`config.mk`:
```
export PLATFORM = sky130hd
export DESIGN_NAME = gray_stim_src
export DESIGN_NICKNAME = d
export VERILOG_FILES = /design/src/rtl/gray_stim_src_pkg.sv /design/src/rtl/gray_encode.sv /design/src/rtl/gray_stim_src.sv
export SDC_FILE = /design/constraint.sdc
export NUM_CORES = 1
export LEC_CHECK = 0
export BUFFER_PORTS_ARGS = -buffer_cell sky130_fd_sc_hd__buf_4
export CORE_MARGIN = 2
export CORE_UTILIZATION = 56
export CTS_CLUSTER_DIAMETER = 30
export DETAILED_ROUTE_END_ITERATION = 6
export HOLD_SLACK_MARGIN = 0.12
export PLACE_DENSITY_LB_ADDON = 0.08
export SYNTH_ARGS = -nofsm -noshare
export SYNTH_HDL_FRONTEND = slang
export SYNTH_HIERARCHICAL = 1
export SYNTH_SLANG_ARGS = --single-unit
```
`constraint.sdc`:
```
create_clock -name clk -period 6.4 [get_ports clk]
set_input_delay 0.64 -clock clk [delete_from_list [all_inputs] [get_ports clk]]
set_output_delay 0.64 -clock clk [all_outputs]
set_load 0.02 [all_outputs]
```
`src/rtl/gray_stim_src_pkg.sv`:
```
// -----------------------------------------------------------------------------
// gray_stim_src_pkg
// Shared constants for the Gray-code stimulus source:
//   LCG_MUL / LCG_INC : C-library compatible linear-congruential coefficients
//   LCG_SEED_RST      : RNG state after reset
//   RAND_W            : width of the random output word
// Also provides lcg_next(), the single RNG state-advance step.
// -----------------------------------------------------------------------------
package gray_stim_src_pkg;

  localparam logic [31:0] LCG_MUL      = 32'd1103515245;
  localparam logic [31:0] LCG_INC      = 32'd12345;
  localparam logic [31:0] LCG_SEED_RST = 32'd1;
  localparam int          RAND_W       = 16;

  // One LCG step; the product is naturally truncated modulo 2^32.
  function automatic logic [31:0] lcg_next(input logic [31:0] s);
    logic [31:0] prod_s;
    prod_s = s * LCG_MUL;
    return prod_s + LCG_INC;
  endfunction

endpackage

```
`src/rtl/gray_encode.sv`:
```
// -----------------------------------------------------------------------------
// gray_encode
// Combinational binary-to-Gray converter.
// Parameters: WIDTH - word width.
// Ports:
//   bin  - binary input word
//   gray - Gray-coded output, bin ^ (bin >> 1)
// -----------------------------------------------------------------------------
module gray_encode
  import gray_stim_src_pkg::*;
#(
  parameter int WIDTH = 32
) (
  input  logic [WIDTH-1:0] bin,
  output logic [WIDTH-1:0] gray
);

  assign gray = bin ^ (bin >> 1);

endmodule

```
`src/rtl/gray_stim_src.sv`:
```
// -----------------------------------------------------------------------------
// gray_stim_src
// Stimulus source for Gray-code datapaths: a free-running divider counter,
// an event counter with a Gray-coded view, and a 16-bit LCG random source
// that can be reseeded from the divider count.
//
// Build option: define GRAY_STIM_SRC_CHECK_EN to compile in a Gray round-trip
// checker driving a sticky err flag; otherwise err is tied to 0.
//
// Parameters: WIDTH (2..64) - divider / event counter width.
// Ports:
//   clk      - clock, rising edge
//   nrst     - asynchronous active-low reset
//   ena      - divider counter advance enable
//   cnt_ena  - event counter advance enable
//   reseed   - load RNG state from the current divider count
//   div_out  - divider count (bit i toggles at clk/2^(i+1) when ena=1)
//   bin_out  - event counter, binary
//   gray_out - Gray code of bin_out (combinational)
//   rand_out - random word, MSB always 0
//   err      - sticky Gray round-trip mismatch flag
// -----------------------------------------------------------------------------
module gray_stim_src
  import gray_stim_src_pkg::*;
#(
  parameter int WIDTH = 32
) (
  input  logic              clk,
  input  logic              nrst,
  input  logic              ena,
  input  logic              cnt_ena,
  input  logic              reseed,
  output logic [WIDTH-1:0]  div_out,
  output logic [WIDTH-1:0]  bin_out,
  output logic [WIDTH-1:0]  gray_out,
  output logic [RAND_W-1:0] rand_out,
  output logic              err
);

  localparam logic [WIDTH-1:0] ONE_W  = {{(WIDTH-1){1'b0}}, 1'b1};
  localparam logic [WIDTH-1:0] ZERO_W = {WIDTH{1'b0}};

  logic [WIDTH-1:0] div_r;
  logic [WIDTH-1:0] bin_r;
  logic [31:0]      lcg_r;
  logic [31:0]      seed_s;

  // Seed is the divider count fitted to 32 bits (zero-extend or truncate).
  generate
    if (WIDTH < 32) begin : g_seed_ext
      assign seed_s = {{(32-WIDTH){1'b0}}, div_r};
    end else begin : g_seed_trunc
      assign seed_s = div_r[31:0];
    end
  endgenerate

  // Divider and event counters; both wrap modulo 2^WIDTH.
  always_ff @(posedge clk or negedge nrst) begin
    if (!nrst) begin
      div_r <= ZERO_W;
      bin_r <= ZERO_W;
    end else begin
      if (ena) begin
        div_r <= div_r + ONE_W;
      end else begin
        div_r <= div_r;
      end
      if (cnt_ena) begin
        bin_r <= bin_r + ONE_W;
      end else begin
        bin_r <= bin_r;
      end
    end
  end

  // RNG state: steps every cycle, reseed takes priority over stepping.
  always_ff @(posedge clk or negedge nrst) begin
    if (!nrst) begin
      lcg_r <= LCG_SEED_RST;
    end else if (reseed) begin
      lcg_r <= seed_s;
    end else begin
      lcg_r <= lcg_next(lcg_r);
    end
  end

  gray_encode #(
    .WIDTH (WIDTH)
  ) u_gray_encode (
    .bin  (bin_r),
    .gray (gray_out)
  );

  assign div_out  = div_r;
  assign bin_out  = bin_r;
  assign rand_out = {1'b0, lcg_r[30:16]};

`ifdef GRAY_STIM_SRC_CHECK_EN
  logic [WIDTH-1:0] dec_s;
  logic             err_r;

  // Inverse Gray: bit i is the XOR of all Gray bits from the MSB down to i.
  function automatic logic [WIDTH-1:0] gray_decode(input logic [WIDTH-1:0] g);
    logic [WIDTH-1:0] b;
    logic             acc;
    b   = ZERO_W;
    acc = 1'b0;
    for (int i = WIDTH - 1; i >= 0; i--) begin
      acc  = acc ^ g[i];
      b[i] = acc;
    end
    return b;
  endfunction

  assign dec_s = gray_decode(gray_out);

  // Sticky round-trip mismatch flag, cleared only by reset.
  always_ff @(posedge clk or negedge nrst) begin
    if (!nrst) begin
      err_r <= 1'b0;
    end else if (dec_s != bin_r) begin
      err_r <= 1'b1;
    end else begin
      err_r <= err_r;
    end
  end

  assign err = err_r;
`else
  assign err = 1'b0;
`endif

endmodule

```
---- After elaboration in Yosys (flattened, before gate mapping) ----
Cells that the tools add are included.
storage, ports and cells
  bits of input ports ..................... 5
  register bits after elaboration ......... 96
  output and inout bits ................... 113
  memory bits (read-only) ................. 0
  bits in writable memories ............... 0
  bits in latches ......................... 0
  memories ................................ 0
  logic and storage cells ................. 9
cells by class
  equality and inequality tests ........... 0
  shift operators ......................... 0
  multipliers ............................. 1
  magnitude comparators ................... 0
  add/subtract/negate cells ............... 3
  bitwise gates (word level) .............. 1
  divide/modulo/power cells ............... 0
  reduce and logical (&&, ||, !) cells .... 0
  mux-type cells .......................... 1
operators with widths
  cell                                                                   number
  32-bit by 1-bit adder with 32-bit output, second input constant        2
  32-bit by 14-bit adder with 32-bit output, second input constant       1
  32-bit by 31-bit multiplier with 32-bit output, second input constant  1
  32-bit two-way mux                                                     1
  32-bit by 31-bit XOR with 32-bit output                                1

---- Longest topological paths before layout ----
Gate-level depths: netlist of run 1.
  depth after elaboration ................. 3
  depth in mapped cells ................... 25
  gate-level depth less buffers ........... 24

---- Cells and area by module ----
Netlist of run 1, hierarchy kept.
by module, submodules not included
  module         cells an instance  seq. area each (um^2)  instances  area each (um^2)
  gray_stim_src  1,336              2,378.5                1          12,914.9
  gray_encode    32                 0.0                    1          279.0

---- Worst setup path before layout of run 1 ----
OpenSTA, ideal clock, no wires.
  path kind ............................... register to register
  start ................................... register lcg_r[6]
  end ..................................... register lcg_r[25]
  path slack .............................. 0.108 ns
  clock period less this slack ............ 6.292 ns
  data required time ...................... 6.265 ns
  arrival time ............................ 6.158 ns
  cell stages (with the launch flop) ...... 24
  cell sequence ........................... dfrtp_1 ha_1 xor2_1 ha_1 a21oi_1 fa_1 fa_1 inv_1 fa_1 inv_1 fa_1 inv_1 fa_1 inv_1 fa_1 inv_1 ha_1 a21oi_1 o211ai_1 a221o_1 a31oi_1 o21bai_1 a211oi_1 o31ai_1
between the ends
  longest elaborated chain between the ends .. 3
RTL lines
  item                                            line                     source
  start, declared                                 gray_stim_src.sv:45      logic [31:0] lcg_r;
  start signal, assigned                          gray_stim_src.sv:81      lcg_r <= seed_s;
  start signal, assigned                          gray_stim_src.sv:83      lcg_r <= lcg_next(lcg_r);
  32-bit by 31-bit multiplier with 32-bit output  gray_stim_src_pkg.sv:19  prod_s = s * LCG_MUL;
  32-bit by 14-bit adder with 32-bit output       gray_stim_src_pkg.sv:20  return prod_s + LCG_INC;
  32-bit two-way mux                              gray_stim_src.sv:80      end else if (reseed) begin
Every way passes these cells.
A chain may end at the register's enable or synchronous reset.

---- Final worst setup path of run 1 ----
  start ................................... register lcg_r[7]
  end ..................................... register lcg_r[25]
Same word-level chain as after synthesis.

==> reports/metrics.cfg, run 1 <==
[critical_path]
crit_arrival_ps=6490
timing.critical_path.buf_inv=4
worst_setup_path_end_kind=flip-flop
startpoint_types=flip-flop
setup.reg_to_reg.worst_slack_ps=130
timing.critical_path.required_ps=6620
worst_path_dominant_cell_family=adder cells
critical_path_peak_fanout=4
crit_path_top_delay_cell=sky130_fd_sc_hd__fa_2
critPathMaxStageDelay_ps=570
timing_worst_setup_path_type=flip-flop to flip-flop
crit_path_cell_trace=buf_4, ha_4, xor2_2, ha_2, a21oi_4, fa_2, fa_2, inv_1, fa_1, fa_2, fa_1, inv_1, fa_1, inv_1, ha_4, a21oi_4, o211ai_1, a221o_1, a31oi_4, o21bai_1, a211oi_1, o31ai_1

[sta]
finalMaxSlewViolations=0
worstMarginPinSlew_ps=942.5
maxClockFrequency_ghz=0.1594
finalCriticalPeriod_ps=6275
final.period_utilization=0.9804
timing.slew.headroom=0.3717
report.final.setup_viol=0
rsz0062_at_grt=yes
clock-skew-final_ps=16.14
final_hold_viol_count=0

[yosys]
yosys.area.top_type_share=0.2655
synth.cell_area_mm2=0.01319
synthesis.instances=1368
postSynthAreaPerCell_um2=9.645
synth_top_family_by_area=adder cells
post_synth_edffs=0
synth-simple-area-share=0.07055
yosys.area_share.adder=0.4542
primary_ff_master_synth=sky130_fd_sc_hd__dfrtp_1
ys_warn_count=6
synth_compound_gate_area_share=0.05671
synth_sequential_area_ratio=0.1803
synth.ff_latch_count=95
synth_area_leaders=sky130_fd_sc_hd__fa_1, sky130_fd_sc_hd__ha_1, sky130_fd_sc_hd__dfrtp_1, sky130_fd_sc_hd__inv_1, sky130_fd_sc_hd__xnor2_1
synthArstFlopShare=1.000
yosysUniqueCellTypes=55
synthMuxAreaShare=0.005880
post-synth-top-area-cell=sky130_fd_sc_hd__fa_1
synth-xor-area-share=0.09976

[floorplanning]
die_area_mm2=0.02480
placement_rows=56
top_level_ports=118
start_util=0.5655
die_y_um=157.5
chip_width_um=157.5
coreArea_mm2=0.02333

[global_route]
grtUsageMet1=0.3850
use_met3=0.06718
groute.layer.met2.usage=0.4338
busiest_grt_layer=met2
antenna_found_initial=2
via_count_of_the_first_global_routing_pass=10090
first_pass_grt_wire_length_um=52130
grt_start_max_net_pins=75
grt_remaining_overflow=0
groute.usage.overall=0.2783

[clocking]
htreeDepth=3
clkSlewWorstSetupHoldPaths_ps=90
clock_latency_ps=360
cts_max_path_buffers=2
cts_buffers=9
clk_root_buffer_cell=sky130_fd_sc_hd__clkbuf_16
tritoncts=built
tritoncts_num_sinks=95

[routing]
detail-route-antenna-nets=0
first_pass_iters=4
wire_per_inst_um=17.43
drt_drc_violations_left=0
routed-via-count=9364
avgViaCountPerCell=5.026
dr.first_iter.drc_count=393
wl_um=32480

[outcome]
outcome=completed

[finish]
layoutNonFillerInstCount=1863
diodes=0
layout_cells_sized_above_1=0.1846
syn2layout_area_growth_pct=17.56
num-nets-final=1918
layout.filler_cells=1867

[worst_hold_path]
hold_path.class=input port to async pin

[placement]
globalplace.congestion=0.9270
detailedPlacementHpwl_um=27660
port_buffers=115
placed_cells=1834

[job]
max-cap-violations=0

synthesized netlist by cell type, types with 10 or more instances:
library cell	number
sky130_fd_sc_hd__buf_4	18
sky130_fd_sc_hd__xnor2_1	71
sky130_fd_sc_hd__inv_1	420
sky130_fd_sc_hd__a21oi_1	27
sky130_fd_sc_hd__dfrtp_1	94
sky130_fd_sc_hd__fa_1	175
sky130_fd_sc_hd__ha_1	199
sky130_fd_sc_hd__nor2_1	34
sky130_fd_sc_hd__nor3_1	10
sky130_fd_sc_hd__and3_1	10
sky130_fd_sc_hd__o21ai_0	27
sky130_fd_sc_hd__nand4_1	18
sky130_fd_sc_hd__nand2_1	68
sky130_fd_sc_hd__nand3_1	18
sky130_fd_sc_hd__xor2_1	69
worst paths after layout:
| check | startpoint | end | cells past startpoint |
|---|---|---|---|
| worst min register to register | div_out[31] | div_out[31] | 1 |
| worst min-delay path | nrst | lcg_r[2] | 1 |
| max in group asynchronous | nrst | lcg_r[16] | 2 |
| worst max register to register | lcg_r[7] | lcg_r[25] | 22 |
| worst max-delay path | lcg_r[7] | lcg_r[25] | 22 |
| min in group clk | div_out[31] | div_out[31] | 1 |
flip-flops by register name, summed over array words and instances, names as in the netlist:
signal,cells
bin_out,32
div_out,32
lcg_r,31
area by class of cell:
cell class	count	area, um^2	share of cell area
Clock inverter	7	60.06	0.003872
Sequential cell	95	2397	0.1546
Timing Repair Buffer	186	1400	0.09026
Multi-Input combinational cell	827	9453	0.6094
Inverter	420	1577	0.1016
Tap cell	319	399.1	0.02573
Clock buffer	9	225.2	0.01452
metrics by stage:
step	setup WS (ps)	util	cell area, um^2	hold WS [ps]	setup TNS, ps
floorplan	107.6	-	13200	344.4	0
global placement	-92.82	0.6312	14730	464.8	-196.4
detailed placement	-115.9	0.6312	14730	462.7	-253.3
CTS	2.260	0.6488	15140	174.8	0
global route	-85.54	0.6648	15510	189.8	-161.9
finish	125.2	0.6648	15510	173.2	0
placed cells by master (no fill, tap or decap), drive strengths merged, types with 9 or more instances in the layout:
cell    count
inv       425
ha        199
buf       186
fa        175
dfrtp      94
xnor2      71
nand2      69
xor2       69
nor2       34
o21ai      31
a21oi      27
nand4      18
nand3      18
nor3       10
and3       10
o211ai     10
clkbuf      9
kinds of logic (layout without fill, tap and decap cells):
logic type | after synthesis | in the layout
XOR/XNOR | 144 | 144
multiplexers | 7 | 7
adder cells (fa/ha/maj) | 374 | 374
other | 1 | 2
flip-flops | 95 | 95
AO/OA/AOI/OAI | 109 | 109
AND/OR/NAND/NOR | 191 | 191
buffers and inverters | 447 | 622
routing by layer:
metal  vias to the layer above  wire length (um)
met2                       249             14810
li1                       4485                 -
met1                      4594             14710
met5                         -                 0
met3                        36              2137
met4                         0               825
repair_timing:
item	in CTS	in global routing
resized for setup	18	61
setup buffers	4	10
cloned	0	0
pin swaps	3	40
hold buffers	0	0
endpoints found under the setup margin	7	10
Power of run 1 is left out: the tool's default activity adds up to more than one toggle a clock period on the data nets, which glitch-free logic cannot reach.
==> run 2, diff against run 1 <==
--- a/config.mk
+++ b/config.mk
@@ -5,7 +5,7 @@
 export SDC_FILE = /design/constraint.sdc
 export NUM_CORES = 1
 export LEC_CHECK = 0
-export BUFFER_PORTS_ARGS = -buffer_cell sky130_fd_sc_hd__buf_4
+export BUFFER_PORTS_ARGS = -buffer_cell sky130_fd_sc_hd__buf_2
 export CORE_MARGIN = 2
 export CORE_UTILIZATION = 56
 export CTS_CLUSTER_DIAMETER = 30
==> reports/metrics.cfg, run 2 (synthesized netlist as in run 1, its figures left out) <==
[routing]
route.met2.wl_um=15070  ; +1.8%
routed-via-count=9451  ; +0.93%
routedLengthMet1_um=14440  ; -1.8%
wl_met3_um=2338  ; +9.4%
first_pass_iters=6  ; +2
top_layer=met4
wl_um=32740  ; +0.79%
detail-route-antenna-nets=0  ; unchanged
wire_per_inst_um=17.55  ; +0.68%
dr.first_iter.drc_count=464  ; +18%
drt_drc_violations_left=0  ; unchanged
avgViaCountPerCell=5.068  ; +0.82%

[job]
max-cap-violations=0  ; unchanged

[clocking]
clkSlewWorstSetupHoldPaths_ps=80  ; about the same
clock_latency_ps=360  ; about the same
tritoncts=built
cts_buffers=9  ; unchanged
htreeDepth=3  ; unchanged
tritoncts_num_sinks=95  ; unchanged
cts_max_path_buffers=2  ; unchanged
cts_hold_repair.buffers=0  ; unchanged
clk_root_buffer_cell=sky130_fd_sc_hd__clkbuf_16

[critical_path]
worst_r2r_endpoint=lcg_r[28]
timing.critical_path.required_ps=6660  ; +40 ps
critPathMaxStageDelay_ps=560  ; about the same
reg2reg_from=lcg_r[8]
critical_path_peak_fanout=4  ; unchanged
setup.reg_to_reg.worst_slack_ps=200  ; +70 ps
crit_path_cell_trace=ha_4, xor2_2, ha_1, a21oi_2, fa_1, fa_1, inv_1, fa_1, fa_1, fa_1, inv_1, fa_1, inv_1, ha_2, buf_4, a21oi_2, o211ai_1, o211ai_2, nand2_2, o211a_1, o311ai_1
worst_setup_path_end_kind=flip-flop
timing_worst_setup_path_type=flip-flop to flip-flop
startpoint_types=flip-flop
reg2reg_depth=21  ; -4.5%
timing.critical_path.from=lcg_r[8]
cpMostUsedCell=sky130_fd_sc_hd__fa_1
crit_path_top_delay_cell=sky130_fd_sc_hd__fa_1
crit_arrival_ps=6460  ; -30 ps

[floorplanning]
die_y_um=157.5  ; unchanged
start_util=0.5655  ; unchanged
top_level_ports=118  ; unchanged
die_area_mm2=0.02480  ; unchanged
coreArea_mm2=0.02333  ; unchanged
placement_rows=56  ; unchanged
chip_width_um=157.5  ; unchanged

[outcome]
outcome=completed

[placement]
globalplace.congestion=0.9486  ; +2.3%
port_buffers=115  ; unchanged
placed_cells=1828  ; -0.33%
detailedPlacementHpwl_um=27700  ; +0.14%

[finish]
layoutNonFillerInstCount=1865  ; +0.11%
diodes=0  ; unchanged
layout_common_cells=sky130_fd_sc_hd__inv_1, sky130_fd_sc_hd__fa_1, sky130_fd_sc_hd__ha_1
layout.core_utilization=0.6542  ; -0.01062
syn2layout_area_growth_pct=15.69
layout.cells.most_common=sky130_fd_sc_hd__inv_1
num-nets-final=1920  ; +0.10%
layout_cells_sized_above_1=0.1869  ; +0.002349

[sta]
timing.slew.headroom=0.3142  ; -0.05748
rsz0062_at_grt=yes
report.final.setup_viol=0  ; unchanged
finalCriticalPeriod_ps=6204  ; -70.38 ps
final.period_utilization=0.9694  ; -0.01100
clock-skew-final_ps=13.35  ; -2.790 ps
maxClockFrequency_ghz=0.1612  ; +1.1%
final_hold_viol_count=0  ; unchanged
worstMarginPinSlew_ps=1029  ; +86.22 ps
finalMaxSlewViolations=0  ; unchanged

[global_route]
via_count_of_the_first_global_routing_pass=9670  ; -4.2%
first_pass_grt_wire_length_um=51570  ; -1.1%
grt_start_max_net_pins=79  ; +5.3%
grt_remaining_overflow=0  ; unchanged
antenna_found_initial=1  ; -1
groute.usage.overall=0.2761  ; -0.002169

[worst_hold_path]
hold_path.class=input port to async pin

## run 2: cell types whose count changed in the layout (fill, tap and decap cells not counted), moves of 2 or more
cell | before | now
sky130_fd_sc_hd__inv_2 | 1 | 3
sky130_fd_sc_hd__inv_1 | 419 | 417
sky130_fd_sc_hd__a21oi_1 | 19 | 17
sky130_fd_sc_hd__ha_2 | 10 | 8
sky130_fd_sc_hd__xor2_2 | 1 | 3
sky130_fd_sc_hd__ha_4 | 16 | 19
sky130_fd_sc_hd__fa_1 | 168 | 172
sky130_fd_sc_hd__xor2_4 | 2 | 0
sky130_fd_sc_hd__a21oi_2 | 6 | 9
sky130_fd_sc_hd__o21ai_0 | 26 | 24
sky130_fd_sc_hd__buf_2 | 0 | 114
sky130_fd_sc_hd__fa_2 | 7 | 3
sky130_fd_sc_hd__buf_4 | 185 | 72
## run 2: repair_timing
| item | CTS | global route |
|---|---|---|
| buffers inserted | 1 | 20 |
| endpoints found under the setup margin | 7 | 12 |
| resized for setup | 12 | 70 |
| pin swaps | 2 | 40 |
## run 2: how the worst max path moves through the flow
stage                      to  slack (ps)  cells after the start
floorplan           lcg_r[25]         110                     23
global placement    lcg_r[25]          -8                     24
detailed placement  lcg_r[25]         -60                     24
CTS                 lcg_r[25]           5                     23
global route        lcg_r[25]         -20                     22
finish              lcg_r[28]         200                     21
## run 2: area by class of cell
type	instances	area [um^2]
multi-input combinational	827	9469
fill	1961	8069
sequential	95	2396
inverter	420	1577
timing repair buffer	188	1134
tap	319	399.1
clock buffer	9	225.2
clock inverter	7	63.81
## run 2: critical path: cells and delay by family, from the launching register on
kind	cells	cell delay [ps]
AOI/OAI and AO/OA	6	1200
xor gates and xnor gates	1	160
adders and majority gates	9	3850
buffers and inverters	4	320
DFF	1	460
and+or+nand+nor	1	110
## run 2: stage by stage
stage | area (um^2) | setup slack [ps] | hold WS [ps] | setup TNS [ps]
after floorplan | 13200 | 107.6 | 344.4 | 0
after global placement | 14400 | -8.479 | 458.2 | -8.479
after detailed placement | 14400 | -63.70 | 456.4 | -134.6
after CTS | 14750 | 4.599 | 151.2 | 0
after global routing | 15260 | -17.23 | 159.7 | -23.94
final | 15260 | 195.6 | 156.4 | 0
## run 2: per-layer routing
layer | up-vias | track usage
met5 | - | 0
met4 | 0 | 0.07316
met3 | 47 | 0.06635
met2 | 268 | 0.4369
met1 | 4642 | 0.3823
li1 | 4494 | -
Power of run 2 is left out for the same reason.
